**config.mk**
```make
export PLATFORM = sky130hd
export DESIGN_NAME = instruction_decoder
export DESIGN_NICKNAME = d
export VERILOG_FILES = /design/src/rtl/instruction_decoder_pkg.sv /design/src/rtl/zero_flag_reg.sv /design/src/rtl/instruction_decoder.sv
export SDC_FILE = /design/constraint.sdc
export NUM_CORES = 1
export LEC_CHECK = 0
export BUFFER_PORTS_ARGS = -buffer_cell sky130_fd_sc_hd__clkbuf_2
export CORE_ASPECT_RATIO = 0.7
export CORE_MARGIN = 2
export CORE_UTILIZATION = 39
export CTS_CLUSTER_DIAMETER = 100
export DETAILED_ROUTE_END_ITERATION = 6
export PLACE_DENSITY = 0.71
export SETUP_SLACK_MARGIN = 0.2
export SLEW_MARGIN = 20
export SYNTH_ARGS = -nofsm -noshare
export SYNTH_HDL_FRONTEND = slang
export SYNTH_SLANG_ARGS = --single-unit
```
**constraint.sdc**
```tcl
create_clock -name clk -period 3.32 [get_ports clk]
set_clock_uncertainty 0.15 [all_clocks]
set_input_delay 0.166 -clock clk [delete_from_list [all_inputs] [get_ports clk]]
set_output_delay 0.166 -clock clk [all_outputs]
set_load 0.01 [all_outputs]
```
**src/rtl/instruction_decoder_pkg.sv**
```systemverilog
// Shared opcode prefixes, register-field enums and ALU function codes for the instruction decoder.
package instruction_decoder_pkg;

  localparam logic [0:0] OP_LOAD   = 1'b0;     // ir[7]
  localparam logic [1:0] OP_MOVE   = 2'b10;    // ir[7:6]
  localparam logic [2:0] OP_ALU    = 3'b110;   // ir[7:5]
  localparam logic [3:0] OP_JMP    = 4'b1110;  // ir[7:4]
  localparam logic [3:0] OP_JMP_NZ = 4'b1111;  // ir[7:4]
  localparam logic [7:0] NOP_INSTR = 8'h80;

  typedef enum logic [2:0] {
    DST_X0, DST_X1, DST_Y0, DST_Y1, DST_O_REG, DST_M, DST_I, DST_DM
  } dst_e;

  typedef enum logic [2:0] {
    SRC_X0, SRC_X1, SRC_Y0, SRC_Y1, SRC_R, SRC_M, SRC_I, SRC_DM
  } src_e;

  // Function meaning is owned by the ALU; the decoder only forwards the code.
  typedef enum logic [2:0] {
    ALU_FN0, ALU_FN1, ALU_FN2, ALU_FN3, ALU_FN4, ALU_FN5, ALU_FN6, ALU_FN7
  } alu_func_e;

endpackage

```
**src/rtl/zero_flag_reg.sv**
```systemverilog
// Zero flag register: loads d when load is high, clears on active-low synchronous reset.
module zero_flag_reg
  import instruction_decoder_pkg::*;
(
  input  logic clk,
  input  logic sync_reset_n,
  input  logic load,
  input  logic d,
  output logic q
);

  always_ff @(posedge clk) begin
    if (!sync_reset_n) begin
      q <= 1'b0;
    end else if (load) begin
      q <= d;
    end
  end

endmodule

```
**src/rtl/instruction_decoder.sv**
```systemverilog
// Registers the program-memory byte and decodes it one cycle later; squashes the slot after a taken jump.
// ILLEGAL_TRAP_EN adds a sticky illegal_op flag for self-moves other than x0,x0.
module instruction_decoder
  import instruction_decoder_pkg::*;
#(
  parameter int NUM_REGS = 8
) (
  input  logic                clk,
  input  logic                sync_reset_n,
  input  logic [7:0]          pm_data,
  input  logic                alu_zero,
  output logic                jmp,
  output logic                jmp_nz,
  output logic [3:0]          jmp_addr,
  output logic                dont_jmp,
  output logic [NUM_REGS-1:0] reg_en,
  output logic [2:0]          src_sel,
  output logic                imm_sel,
  output logic [3:0]          imm,
  output logic                alu_en,
  output logic [2:0]          alu_func,
  output logic                x_sel,
  output logic                y_sel,
  output logic                illegal_op
);

  logic [7:0] ir;
  logic       ir_valid;
  logic       squash;
  logic       live;
  logic       taken;
  logic       z;
  dst_e       dst_fld;
  src_e       src_fld;
  alu_func_e  func_fld;

  always_ff @(posedge clk) begin
    ir <= pm_data;
    if (!sync_reset_n) begin
      ir_valid <= 1'b0;
      squash   <= 1'b0;
    end else begin
      ir_valid <= 1'b1;
      squash   <= taken;
    end
  end

  assign live = ir_valid && !squash;

  always_comb begin
    jmp      = 1'b0;
    jmp_nz   = 1'b0;
    jmp_addr = 4'h0;
    reg_en   = '0;
    src_sel  = 3'd0;
    imm_sel  = 1'b0;
    imm      = 4'h0;
    alu_en   = 1'b0;
    alu_func = 3'd0;
    x_sel    = 1'b0;
    y_sel    = 1'b0;
    dst_fld  = dst_e'(ir[6:4]);
    src_fld  = src_e'(ir[2:0]);
    func_fld = alu_func_e'(ir[2:0]);
    if (live) begin
      if (ir[7] == OP_LOAD) begin
        reg_en  = NUM_REGS'(1) << dst_fld;
        imm_sel = 1'b1;
        imm     = ir[3:0];
      end else if (ir[7:6] == OP_MOVE) begin
        dst_fld = dst_e'(ir[5:3]);
        // A move onto itself is a NOP: no enable, bus left idle.
        if (ir[5:3] != ir[2:0]) begin
          reg_en  = NUM_REGS'(1) << dst_fld;
          src_sel = src_fld;
        end
      end else if (ir[7:5] == OP_ALU) begin
        alu_en   = 1'b1;
        x_sel    = ir[4];
        y_sel    = ir[3];
        alu_func = func_fld;
      end else if (ir[7:4] == OP_JMP) begin
        jmp      = 1'b1;
        jmp_addr = ir[3:0];
      end else begin
        jmp_nz   = 1'b1;
        jmp_addr = ir[3:0];
      end
    end
  end

  zero_flag_reg u_zero_flag (
    .clk          (clk),
    .sync_reset_n (sync_reset_n),
    .load         (alu_en),
    .d            (alu_zero),
    .q            (z)
  );

  assign dont_jmp = z;
  assign taken    = jmp || (jmp_nz && !dont_jmp);

`ifdef ILLEGAL_TRAP_EN
  logic self_move;
  logic illegal;

  assign self_move = live && (ir[7:6] == OP_MOVE) && (ir[5:3] == ir[2:0])
                     && (ir[5:3] != DST_X0);

  always_ff @(posedge clk) begin
    if (!sync_reset_n) begin
      illegal <= 1'b0;
    end else if (self_move) begin
      illegal <= 1'b1;
    end
  end

  assign illegal_op = illegal;
`else
  assign illegal_op = 1'b0;
`endif

endmodule

```
* Yosys cells after proc, flatten, opt, wreduce, memory -nomap -nowiden
Index checks and enable logic that the tools add are counted.
** Storage, ports and cells
- Input port bits :: 11
- Register bits after elaboration :: 11
- Output and inout bits :: 30
** Operators by class
- Mux-type cells :: 43
- Equal/unequal tests :: 4
- Shift-type cells :: 2
- Reduce and logical (&&, ||, !) cells :: 5
** Operator list (count)
- 8-bit 2-to-1 mux :: 4
- 1-bit 2-to-1 mux :: 25
- 3-bit 2-to-1 mux :: 8
- 4-bit 2-to-1 mux :: 6
- 1-bit by 3-bit left shift with 8-bit output, first input constant :: 2
- 4-bit == test, second input constant :: 1
- 3-bit == test, second input constant :: 1
- 3-bit != test :: 1
- 2-bit == test, second input constant :: 1
- 1-bit logical AND :: 2
- 1-bit logical NOT :: 2
- 1-bit logical OR :: 1

* Logic depth before layout (Yosys ltp)
- Word-level depth :: 8
- Gate-level depth with buffers :: 5
- Mapped depth without buffers :: 3

* Cells and area by module
From an unflattened synthesis, not the netlist that was laid out.
** Second synthesis, totals
- Cells, all modules :: 85
- Area, all modules :: 719.4 um2
** Modules (own cells, without submodules)
- instruction_decoder :: area an instance 683.2 um2, times used 1, sequential area each 200.2 um2, cells each 82
- zero_flag_reg :: area an instance 36.3 um2, times used 1, sequential area each 20.0 um2, cells each 3

* Worst setup path before layout
OpenSTA, ideal clock, no wires.
- Kind :: register -> output
- Start :: reg ir[5]
- End :: out reg_en[1]
- Path slack :: 1687 ps
- Stages on the path, launching flop included :: 5
- Buffers on the path :: 1
- Data arrival time :: 1317 ps
- Cells stage by stage :: dfxtp_1 -> buf_6 -> xor2_2 -> o311ai_1 -> a2111oi_2
** Between the ends
- Cells in the longest elaborated chain, start to end :: 5
- Elaborated cells on any way between the ends :: 7
** Ends and longest elaborated chain
- from (decl) :: line instruction_decoder.sv:27 : logic [7:0] ir;
- from (signal assigned) :: line instruction_decoder.sv:38 : ir <= pm_data;
- 3-bit != test / 1-bit by 3-bit left shift with 8-bit output (equally long branches) :: line instruction_decoder.sv:73, instruction_decoder.sv:74
- 8-bit 2-to-1 mux :: line instruction_decoder.sv:73 : if (ir[5:3] != ir[2:0]) begin
- 8-bit 2-to-1 mux :: line instruction_decoder.sv:70 : end else if (ir[7:6] == OP_MOVE) begin
- 8-bit 2-to-1 mux (*) :: line instruction_decoder.sv:66 : if (ir[7] == OP_LOAD) begin
- 8-bit 2-to-1 mux (*) :: line instruction_decoder.sv:65 : if (live) begin
- to (decl) :: line instruction_decoder.sv:16 : output logic [NUM_REGS-1:0] reg_en,
Mark *: on every way between the ends. The rest lies on a longest branch, timed or not.

* Worst setup path in the final report
Ends and elaborated chain as after synthesis.

==> impl_results.md <==
* IO Pins at 41
* Tightest Pin Transition at 0.868 ns
* Synth Register Bits at 11
* Seq/Total Area, Yosys at 28.7%
* Number of global-route vias before repair at 701
* Min cycle time layout at 2.45 ns
* Post-route ant nets at 0
* Slew headroom at 42.1%
* Area Overhead vs Synth at 37.6%
* Final worst-path cycle share at 73.9%
* H-tree depth at 1
* Max-Cap Viols at 0
* Largest net degree at the start of global routing at 26
* Clock Sinks at 11
* Core Area at 1850 sq um
* Setup crit end kind: output port
* Final-report max-slew violation count at 0
* Post-Syn Area per Cell at 8.00 sq um
* DR vias/cell at 5.57
* Die X-Extent at 57.0 microns
* Ant. Diodes at 0
* First-pass GRT wire length at 3320 microns
* CTS tree: yes
* DR WL/cell at 13.5 microns
* Number of endpoints failing setup at the final stage at 0
* Clk slew on worst S/H paths at 0.07 ns
* GR Overflow Total at 0
* Die area at 2350 sq um
* Bufs on Longest Clock Path at 2
* RSZ-0062 raised after global routing: false
* Worst Setup Slack, final at 0.867 ns
* Syn Nets at 107
* Clk_lat worst skew at 0.26 ns
* Crit path kind: reg2out
* Number of buffers created by CTS at 3
* Gate Count Post-Synth at 96
* Total track usage at 19.0%
* Fillers at 193
* Setup TNS at 0 ns
* DR iter-0 viols at 32
* Worst r2r src: ir[7]
* Routed wire length at 2160 microns
* PostCTS Resize Cnt at 0
* Share of layout cells above drive strength 1 at 34.1%
* Netlist cell types at 33
* Die height at 41.1 microns
* Max Clk Rate at 408 MHz
* WP data required at 3.00 ns
* Standby leakage power at 0.468 nW
* Initial Util at 41.4%
* Startpoint types: flip-flop
* Post-Syn Area at 768 sq um
* P per Cell Area at 294 nW/um^2
* Worst Setup SP: ir[5]
* Nets at 150
* Vias at 891
* DRC errors left at 0
* Initial antenna violation count at 0
* Buffers on Ports at 39
* Worst hold start: alu_zero
* FP Rows at 13
* Core Util, Final at 57.0%
* VDD IR-drop max at 0.000203 V
* GPL Wtd Cong at 0.850
* Synth warnings at 0
* Fin. Hold Viols at 0
* Pre-Repair DR Iteration Count at 4
* Worst Path Arrival at 2.14 ns
* Hold Crit Class: in2reg
* CTS Root Cell: clkbuf_4
* Pre-CTS setup slack at 1.18 ns
* Crit-path max FO at 18
* Status: completed
* Power consumption at 0.000311 W
* Hpwl dp at 1490 microns
where the power goes:
| group | internal [W] | leakage, nW | switching, W | total [W] |
|---|---|---|---|---|
| logic | 0.0000309 | 0.361 | 0.0000398 | 0.0000707 |
| clock network | 0.0000464 | 0.0150 | 0.0000407 | 0.0000871 |
| registers | 0.000138 | 0.0921 | 0.0000150 | 0.000153 |
| total | 0.000216 | 0.468 | 0.0000955 | 0.000311 |
layout make-up:
cell class	count	area (sq um)	share of cell area, %
multi-input cells	69	475	45.0
repair buffers	48	285	27.0
flip-flops and latches	11	220	20.8
well taps	22	27.5	2.60
clock buffers	4	26.3	2.49
inverters	6	22.5	2.13
routing by layer:
layer	up-vias	wire length, microns	global-route usage, %	share of wire (%)
met2	38	917	27.3	43
met1	407	1080	28.0	50
met4	0	4	5.23	0.19
met5	-	0	0	0
li1	444	-	-	-
met3	2	157	4.42	7.3
layout by cell type, fill, tap and decap left out:
cell type | Yosys | routed
clkbuf_2 | 0 | 39
nor2_1 | 2 | 2
dlygate4sd3_1 | 0 | 9
or4b_1 | 1 | 1
and2_1 | 3 | 3
inv_2 | 1 | 1
nand4_1 | 2 | 2
conb_1 | 1 | 1
nand2_1 | 3 | 3
and3_1 | 1 | 1
nor3_1 | 11 | 11
clkbuf_1 | 7 | 1
o32ai_1 | 1 | 1
a21boi_1 | 1 | 1
dfxtp_1 | 11 | 11
xor2_1 | 1 | 1
inv_1 | 5 | 5
nor2b_1 | 5 | 5
a2111oi_2 | 2 | 2
nor4_1 | 9 | 9
or4_1 | 1 | 1
clkbuf_4 | 0 | 3
o31ai_1 | 3 | 3
a21oi_1 | 1 | 1
o311ai_1 | 4 | 4
or3_1 | 1 | 1
xor2_2 | 2 | 2
and4bb_1 | 1 | 1
nand2b_1 | 7 | 7
o311a_1 | 1 | 1
nand3_1 | 1 | 1
a211oi_1 | 3 | 3
o21ai_1 | 1 | 1
timing repair:
item | in CTS | in global routing
buffers inserted | 0 | 0
hold buffers | 9 | 0
hold endpoints to repair | 10 | 0
cells in the mapped netlist:
| cell type | n | area [sq um] |
|---|---|---|
| dfxtp_1 | 11 | 220 |
| nor3_1 | 11 | 55.1 |
| nor4_1 | 9 | 56.3 |
| clkbuf_1 | 7 | 26.3 |
| nand2b_1 | 7 | 43.8 |
| inv_1 | 5 | 18.8 |
| nor2b_1 | 5 | 31.3 |
| o311ai_1 | 4 | 35.0 |
| a211oi_1 | 3 | 22.5 |
| and2_1 | 3 | 18.8 |
| nand2_1 | 3 | 11.3 |
| o31ai_1 | 3 | 22.5 |
| a2111oi_2 | 2 | 30.0 |
| nand4_1 | 2 | 12.5 |
| nor2_1 | 2 | 7.51 |
| xor2_2 | 2 | 32.5 |
| a21boi_1 | 1 | 7.51 |
| a21oi_1 | 1 | 5.00 |
| and3_1 | 1 | 6.26 |
| and4bb_1 | 1 | 12.5 |
| buf_2 | 1 | 5.00 |
| buf_4 | 1 | 7.51 |
| buf_6 | 1 | 11.3 |
| conb_1 | 1 | 3.75 |
| inv_2 | 1 | 3.75 |
| nand3_1 | 1 | 5.00 |
| o21ai_1 | 1 | 5.00 |
| o311a_1 | 1 | 10.0 |
| o32ai_1 | 1 | 8.76 |
| or3_1 | 1 | 6.26 |
| or4_1 | 1 | 7.51 |
| or4b_1 | 1 | 10.0 |
| xor2_1 | 1 | 8.76 |
per-stage QoR:
step | area [sq um] | hold WS, ns | instances
6_report | 1060 | 0.0759 | 160
3_3_place_gp | 941 | 0.118 | 147
4_1_cts | 1060 | 0.0683 | 160
2_1_floorplan | 768 | 0.0437 | 96
5_1_grt | 1060 | 0.0756 | 160
3_5_place_dp | 941 | 0.120 | 147
state kept, by name, indices dropped and copies added, names as in the netlist:
signal and count:
ir 8, squash 1, u_zero_flag.q 1, ir_valid 1
worst max-delay path: stages, from the launching register on:
cell and delay, ns:
dfxtp_1 0.73, xor2_2 0.42, o311ai_1 0.16, a2111oi_2 0.37, clkbuf_2 0.19
path summary, 6_finish.rpt:
kind                        end  slack [ns]  cells after the start
setup reg to reg  u_zero_flag.q        1.45                      3
hold reg to reg   u_zero_flag.q        0.35                      2
hold / removal    u_zero_flag.q        0.08                      3
setup / recovery      reg_en[1]        0.87                      4
cell families after synthesis:
| group | Yosys count | share of synthesized area (%) |
|---|---|---|
| AOI/OAI and AO/OA | 17 | 19.1 |
| buffers and inverters | 16 | 9.45 |
| DFF | 11 | 28.7 |
| and+or+nand+nor | 48 | 37.0 |
| xor gates and xnor gates | 3 | 5.37 |
| other | 1 | 0.488 |
Power figures use the tool's default switching activity.
